===== src/rtl/hc02_test_seq.sv =====
// rtl/hc02_test_seq.sv - built-in sequencer exercising four external NOR gates
// Eight vectors per run; each vector is applied, settled, then checked against the synchronized outputs.
module hc02_test_seq #(
   parameter int SETTLE = 3
) (
   input  logic       clk,
   input  logic       rst,
   input  logic       start,
   input  logic       abort,
   output logic [3:0] gate_a,
   output logic [3:0] gate_b,
   input  logic [3:0] gate_y,
   output logic       busy,
   output logic       done,
   output logic       pass,
   output logic [3:0] fail_mask,
   output logic [3:0] err_count
);

   localparam logic [2:0] S_IDLE  = 3'd0;
   localparam logic [2:0] S_APPLY = 3'd1;
   localparam logic [2:0] S_WAIT  = 3'd2;
   localparam logic [2:0] S_CHECK = 3'd3;
   localparam logic [2:0] S_FIN   = 3'd4;

   localparam logic [3:0] SETTLE_CNT = 4'(SETTLE);

   logic [2:0] state_q, state_d;
   logic [2:0] v_q, v_d;
   logic [3:0] wait_q, wait_d;
   logic [3:0] ga_q, ga_d;
   logic [3:0] gb_q, gb_d;
   logic       busy_q, busy_d;
   logic       done_q, done_d;
   logic       pass_q, pass_d;
   logic [3:0] mask_q, mask_d;
   logic [3:0] err_q, err_d;
   logic [3:0] sync1_q, sync2_q;
   logic [3:0] mism;

   // Vectors 0..3 sweep all NOR input pairs on every gate; 4..7 isolate one gate each.
   function automatic logic [3:0] vec_a(input logic [2:0] v);
      if (!v[2]) return {4{v[1]}};
      return ~(4'b0001 << v[1:0]);
   endfunction

   function automatic logic [3:0] vec_b(input logic [2:0] v);
      if (!v[2]) return {4{v[0]}};
      return 4'b0000;
   endfunction

   function automatic logic [3:0] exp_y(input logic [2:0] v);
      if (!v[2]) return (v[1:0] == 2'd0) ? 4'b1111 : 4'b0000;
      return 4'b0001 << v[1:0];
   endfunction

   assign mism = sync2_q ^ exp_y(v_q);

   always_comb begin
      state_d = state_q;
      v_d     = v_q;
      wait_d  = wait_q;
      ga_d    = ga_q;
      gb_d    = gb_q;
      busy_d  = busy_q;
      done_d  = 1'b0;
      pass_d  = pass_q;
      mask_d  = mask_q;
      err_d   = err_q;
      case (state_q)
         S_IDLE: begin
            if (start) begin
               state_d = S_APPLY;
               v_d     = 3'd0;
               ga_d    = vec_a(3'd0);
               gb_d    = vec_b(3'd0);
               busy_d  = 1'b1;
               pass_d  = 1'b0;
               mask_d  = 4'b0000;
               err_d   = 4'd0;
            end
         end
         S_APPLY: begin
            state_d = S_WAIT;
            wait_d  = SETTLE_CNT;
         end
         S_WAIT: begin
            wait_d = wait_q - 4'd1;
            if (wait_q == 4'd1) state_d = S_CHECK;
         end
         S_CHECK: begin
            mask_d = mask_q | mism;
            if ((mism != 4'b0000) && (err_q != 4'd15)) err_d = err_q + 4'd1;
            if (v_q == 3'd7) begin
               state_d = S_FIN;
            end else begin
               state_d = S_APPLY;
               v_d     = v_q + 3'd1;
               ga_d    = vec_a(v_q + 3'd1);
               gb_d    = vec_b(v_q + 3'd1);
            end
         end
         S_FIN: begin
            state_d = S_IDLE;
            v_d     = 3'd0;
            ga_d    = 4'b0000;
            gb_d    = 4'b0000;
            busy_d  = 1'b0;
            done_d  = 1'b1;
            pass_d  = (mask_q == 4'b0000);
         end
         default: state_d = S_IDLE;
      endcase

      // Abort wins over everything above; result flags stay frozen for inspection.
      if (abort && busy_q) begin
         state_d = S_IDLE;
         v_d     = 3'd0;
         wait_d  = 4'd0;
         ga_d    = 4'b0000;
         gb_d    = 4'b0000;
         busy_d  = 1'b0;
         done_d  = 1'b0;
         pass_d  = 1'b0;
         mask_d  = mask_q;
         err_d   = err_q;
      end
   end

   always_ff @(posedge clk) begin
      if (rst) begin
         state_q <= S_IDLE;
         v_q     <= 3'd0;
         wait_q  <= 4'd0;
         ga_q    <= 4'b0000;
         gb_q    <= 4'b0000;
         busy_q  <= 1'b0;
         done_q  <= 1'b0;
         pass_q  <= 1'b0;
         mask_q  <= 4'b0000;
         err_q   <= 4'd0;
         sync1_q <= 4'b0000;
         sync2_q <= 4'b0000;
      end else begin
         state_q <= state_d;
         v_q     <= v_d;
         wait_q  <= wait_d;
         ga_q    <= ga_d;
         gb_q    <= gb_d;
         busy_q  <= busy_d;
         done_q  <= done_d;
         pass_q  <= pass_d;
         mask_q  <= mask_d;
         err_q   <= err_d;
         sync1_q <= gate_y;
         sync2_q <= sync1_q;
      end
   end

   assign gate_a    = ga_q;
   assign gate_b    = gb_q;
   assign busy      = busy_q;
   assign done      = done_q;
   assign pass      = pass_q;
   assign fail_mask = mask_q;
   assign err_count = err_q;

endmodule


===== config.mk =====
export PLATFORM = sky130hd
export DESIGN_NAME = hc02_test_seq
export DESIGN_NICKNAME = d
export VERILOG_FILES = /design/src/rtl/hc02_test_seq.sv
export SDC_FILE = /design/constraint.sdc
export NUM_CORES = 1
export LEC_CHECK = 0
export ABC_AREA = 1
export BUFFER_PORTS_ARGS = -buffer_cell sky130_fd_sc_hd__clkbuf_2
export CAP_MARGIN = 10
export CELL_PAD_IN_SITES_DETAIL_PLACEMENT = 1
export CELL_PAD_IN_SITES_GLOBAL_PLACEMENT = 1
export CORE_MARGIN = 10
export CORE_UTILIZATION = 32
export CTS_BUF_LIST = sky130_fd_sc_hd__clkbuf_2 sky130_fd_sc_hd__clkbuf_4 sky130_fd_sc_hd__clkbuf_8
export CTS_CLUSTER_SIZE = 14
export DETAILED_ROUTE_END_ITERATION = 8
export PLACE_DENSITY_LB_ADDON = 0.1
export RECOVER_POWER = 100
export SYNTH_ARGS = -nofsm -noshare
export SYNTH_HDL_FRONTEND = slang
export SYNTH_SLANG_ARGS = --single-unit

===== constraint.sdc =====
create_clock -name clk -period 4.5 [get_ports clk]
set_input_delay 0.675 -clock clk [delete_from_list [all_inputs] [get_ports clk]]
set_output_delay 0.675 -clock clk [all_outputs]
set_load 0.1 [all_outputs]

Word level (Yosys, flattened, before mapping)
Cells that the tools add are included.

operators by class
  reduce and logical (&&, ||, !) cells = 16
  $add $sub $neg = 3
  eq/ne operators = 11
  shift operators = 2
  bitwise logic cells = 4
  mux-type cells = 30

operators by type and width
  kind                                              number
  2-to-1 mux 4 bit                                  10
  case mux 4 bit (2 select lines)                   3
  case mux 4 bit (3 select lines)                   2
  2-to-1 mux 3 bit                                  5
  case mux 3 bit (4 select lines)                   1
  case mux 3 bit (3 select lines)                   1
  inequality test 2 bit, second input constant      4
  << shifter 1 x 2 -> 4 bit, first input constant   2
  == test 3 x 2 -> 1 bit, second input constant     2
  == test 3 bit, second input constant              2
  2-to-1 mux 1 bit                                  6
  AND reduction 3 bit                               2
  nonzero test 2 bit                                3
  adder 4 x 1 -> 4 bit, second input constant       1
  == test 4 x 1 -> 1 bit, second input constant     1
  logical NOT 4 bit                                 1
  inequality test 4 bit, second input constant      1
  inverter 4 bit                                    1
  OR 4 bit                                          1
  case mux 1 bit (2 select lines)                   2
  AND reduction 2 bit                               2
  AND reduction 4 bit                               1
  nonzero test 4 bit                                1
  subtractor 4 x 1 -> 4 bit, second input constant  1
  9 further kinds                                   10

storage, ports and cells
  input port bits = 8
  output and inout bits = 19
  register bits = 37
  word-level logic and storage cells = 78

Longest topological paths before layout
  depth after elaboration = 8
  mapped depth = 13
  gate-level depth less buffers = 13

Worst setup path before layout
Ideal clock, no wire load.

  path type = reg-to-output
  start point = register, netlist name gate_b[2]
  end point = output gate_b[1]
  buffers on the path = 1
  stages on the path, launching flop included = 2
  slack = 2416 ps
  arrival time = 1409 ps
  cell sequence = dfxtp_1 -> buf_4

RTL lines
  what              line  text
  end: declaration  11    output logic [3:0] gate_b,

Worst setup path after layout
  start point = register err_q[2] (netlist: err_count[2])
  end point = output err_count[2]

RTL lines
  what                      line  text
  start: declaration        37    logic [3:0] err_q, err_d;
  start signal: assignment  154   err_q <= err_d;
  end: declaration          17    output logic [3:0] err_count

No word-level cell between the ends.

==> results.md <==
- Number of detailed-routing iterations run before antenna repair: 4
- Yosys Warn Count: 0
- Buffer cell driving the clock tree root: sky130_fd_sc_hd__clkbuf_8
- Area delta synth->final: 13.5%
- First-pass GRT wire length: ~6700 um
- Count of standard-cell rows: 26
- Number of synthesized register bits: 34
- Cell area after synthesis: about 0.0017 mm^2
- Share of Yosys cell area claimed by the top area cell type: a little over 40%
- Crit end category: output port
- Number of buffers added by the clock tree synthesis step: 5
- Clock input transition at the sequential cells of the worst setup and hold paths: roughly 0.08 ns
- Core ar.: roughly 0.005 mm^2
- Initial cell density of the core: around 33%
- Result of the run: finished clean
- Net count of the mapped netlist: between 200 and 250
- Final Hold Vio Count: 0
- Net switching power figure: roughly 360 uW
- Number of distinct library cells after synthesis: 31
- Power per standard cell area: about 480 mW/mm^2
- Maximum fanout along the worst path: 5
- Switch share: slightly below 40%
- Internal power consumption: between 500 and 600 uW
- Die extent in y: just over 90 um
- Avg Vias per Cell: 4.38
- IO Pins: 27
- Class of the most critical hold timing path: reg2reg
- Startpoint of the most critical register-to-register path: state_q[0]
- Endpoint with the worst hold slack: sync2_q[0]
- Number of nets with antenna violations after routing: 0
- Part of the cycle the worst path needs: 50.2%
- Average detailed-routed wire length per instance: about 12 um
- Leading register cell type out of synthesis: sky130_fd_sc_hd__dfxtp_1
- Startpoint class of the critical path: flip-flop
- Share of final-layout standard cells stronger than drive strength 1: 10.5%
- Antenna violations before repair: 0
- Die Outline Area: 0.00856 mm^2
- Post-DP HPWL: between 2000 and 3000 um
- Clock power share: between 20 and 30%
- Number of remaining DRC errors: 0
- Post-place instance area: approximately 0.0019 mm^2
- Number of slew-limit violations in the final report: 0
- Hold Path Origin: sync1_q[0]
- Synth Area per Inst: 7.68 um^2
- Register area share after synthesis: around two fifths
- Number of cells on the worst hold path: 2
- Reg2reg end: fail_mask[1]
- Number of global-route vias before repair: approximately 1500
- Final-layout setup total negative slack: 0 ns
- Gate count of the mapped netlist: ~220
- Clock insertion delay at the later pin of the skew report: 0.28 ns
- Combinational cell fraction of total power: approximately 32%
- Yosys top cell by area: sky130_fd_sc_hd__dfxtp_1
- Required time worst endpoint: 3.83 ns
- Worst reg-to-reg path cell count: 9
- Largest net degree at the start of global routing: 19
- Final instance area: roughly 0.0019 mm^2
- Critical Path Slowest Stage Cell: sky130_fd_sc_hd__clkbuf_1
- Final Util: a little under two fifths
- Leakage power total: between 0.0008 and 0.0009 uW
- Count of hold-fix buffers inserted at cts: 0
- Flop pwr share: approximately 39%
- Storage cell area: between 600 and 700 um^2
- Final antenna diode count: 0
- Delay of the slowest cell on the worst path: about 0.89 ns
- Worst setup skew after layout: approximately 0.0092 ns
- Count of clock tree sinks: 34
- IO buf count: 26
- CP bufs+invs: 1
- Endpoints failing setup: 0
- Worst setup slack for register-to-register paths: approximately 2.3 ns
- Aggregate routed wire length: 3710 um
- Fin crit period: ~2.3 ns
- Post-cts sizing count: 0
- H-tree Lvls: 2
- Share of async-settable or async-resettable flops after synthesis: 0%
- Maximum ir drop on the vdd rail: 0.000332 V
- Clock tree from TritonCTS: built
- Gr ovfl total: 0
- Nets: 267
- Most area-consuming cells after synthesis: sky130_fd_sc_hd__dfxtp_1, sky130_fd_sc_hd__nand2_1, sky130_fd_sc_hd__ha_1, sky130_fd_sc_hd__inv_1, sky130_fd_sc_hd__a21oi_1
- Vias after detailed routing: ~1400
- RSZ-0062 raised after global routing: no
- Area taken by multi-input logic gates: about 800 um^2
- Maximum count of clock buffers along a single path: 2
- Placer's final routability congestion estimate: roughly 0.74
- Cells along the critical path: clkbuf_1
- Total track usage: approximately a tenth
- Fmax achieved: 0.442 GHz
- Top cell family by delay on the critical path: buffers and inverters
- Fill cell instance count of the final layout: between 600 and 700
- Max-capacitance violation count: 0
- Worst-case headroom to the max-slew limit: approximately a fifth
- First DRT Iteration DRCs: 40
- Width of the die: around 93 um
- Count of flip-flops with a built-in enable after synthesis: 0
- # Post-CTS Setup Buffers: 0
- Worst-Margin Slew: between 1 and 1.5 ns
- Critical path data arrival time: between 1.5 and 2 ns
- Type of the worst setup path: reg2out
## power by group through the flow
stage               Clock (uW)  Combinational, uW  Sequential, uW
floorplan                    0                174             445
global placement             0                318             362
detailed placement           0                317             363
CTS                        276                318             355
global route               289                329             360
finish                     267                296             355
## how the worst max path moves through the flow
stage / from / to / slack, ns / cells past startpoint
final: err_count[2] / err_count[2] / 2.24 / 1
after global routing: state_q[1] / gate_a[3] / 2.00 / 8
after CTS: err_count[2] / err_count[2] / 2.62 / 1
after detailed placement: rst / state_q[0] / 2.59 / 4
after global placement: rst / state_q[0] / 2.63 / 4
after floorplan: gate_b[2] / gate_b[1] / 2.42 / 1
## through the flow
step | total power, uW | hold WS [ns] | cells | worst slack (ns)
after floorplan | 619 | 0.388 | 219 | 2.42
after global placement | 680 | 0.395 | 310 | 2.63
after detailed placement | 679 | 0.399 | 310 | 2.59
after CTS | 949 | 0.402 | 318 | 2.62
after global routing | 978 | 0.414 | 318 | 2.00
final | 917 | 0.392 | 318 | 2.24
## worst register-to-register path, delay by kind of cell, from the launching register on
kind | cells | cell delay, ns
simple gates | 7 | 1.16
buf+inv | 2 | 0.55
flops | 1 | 0.39
## routing by layer
layer / GRT usage (%) / wire [um] / part of all wire, %
met5: 0 / 0 / 0
met4: 3.47 / 54 / 1.5
met3: 3.23 / 207 / 5.6
met2: 14.3 / 1600 / 43
met1: 11.9 / 1850 / 50
## placed cells by master (no fill, tap or decap), drive strengths merged
| cell | count |
|---|---|
| clkbuf | 34 |
| nor2 | 31 |
| inv | 32 |
| nand3 | 11 |
| nor3 | 4 |
| o21ai | 1 |
| nand4 | 2 |
| dfxtp | 34 |
| nand3b | 2 |
| nand2 | 51 |
| or2 | 2 |
| clkinvlp | 1 |
| a311oi | 1 |
| xor2 | 3 |
| nor4 | 1 |
| nor3b | 1 |
| a211oi | 1 |
| a221oi | 1 |
| ha | 12 |
| a21oi | 23 |
## registers in the layout, indices dropped and copies added, names as in the netlist
signal,flops
pass,1
done,1
gate_b,1
fail_mask,4
gate_a,4
state_q,3
v_q,3
err_count,4
sync2_q,4
sync1_q,4
wait_q,4
busy,1
## cell type report
cell class                 count  share of cell area, %
sequential                    34                   35.6
timing repair buffer          26                   5.50
clock buffer                   8                   5.76
tap                           70                   4.58
multi-input combinational    147                   42.0
inverter                      33                   6.55
## cells by family after synthesis
family	count (synthesis)	synth area share (%)
and+or+nand+nor	105	30.9
adders and majority gates	12	8.92
buffers and inverters	38	9.29
DFF	34	40.4
AOI/OAI and AO/OA	27	8.85
xor gates and xnor gates	3	1.56
## Yosys cell counts, types with 2 or more instances
master and number:
sky130_fd_sc_hd__nor2_1 26, sky130_fd_sc_hd__nand4_1 2, sky130_fd_sc_hd__buf_4 3, sky130_fd_sc_hd__xor2_1 3, sky130_fd_sc_hd__nand2_2 5, sky130_fd_sc_hd__nand3b_1 2
sky130_fd_sc_hd__ha_1 12, sky130_fd_sc_hd__nor2_2 3, sky130_fd_sc_hd__nor3_1 4, sky130_fd_sc_hd__a21oi_1 22, sky130_fd_sc_hd__dfxtp_1 34, sky130_fd_sc_hd__nand2_1 43
sky130_fd_sc_hd__clkbuf_1 2, sky130_fd_sc_hd__nand2_4 3, sky130_fd_sc_hd__inv_1 31, sky130_fd_sc_hd__nand3_1 9
Note: power is estimated with default switching activity, not from simulation.
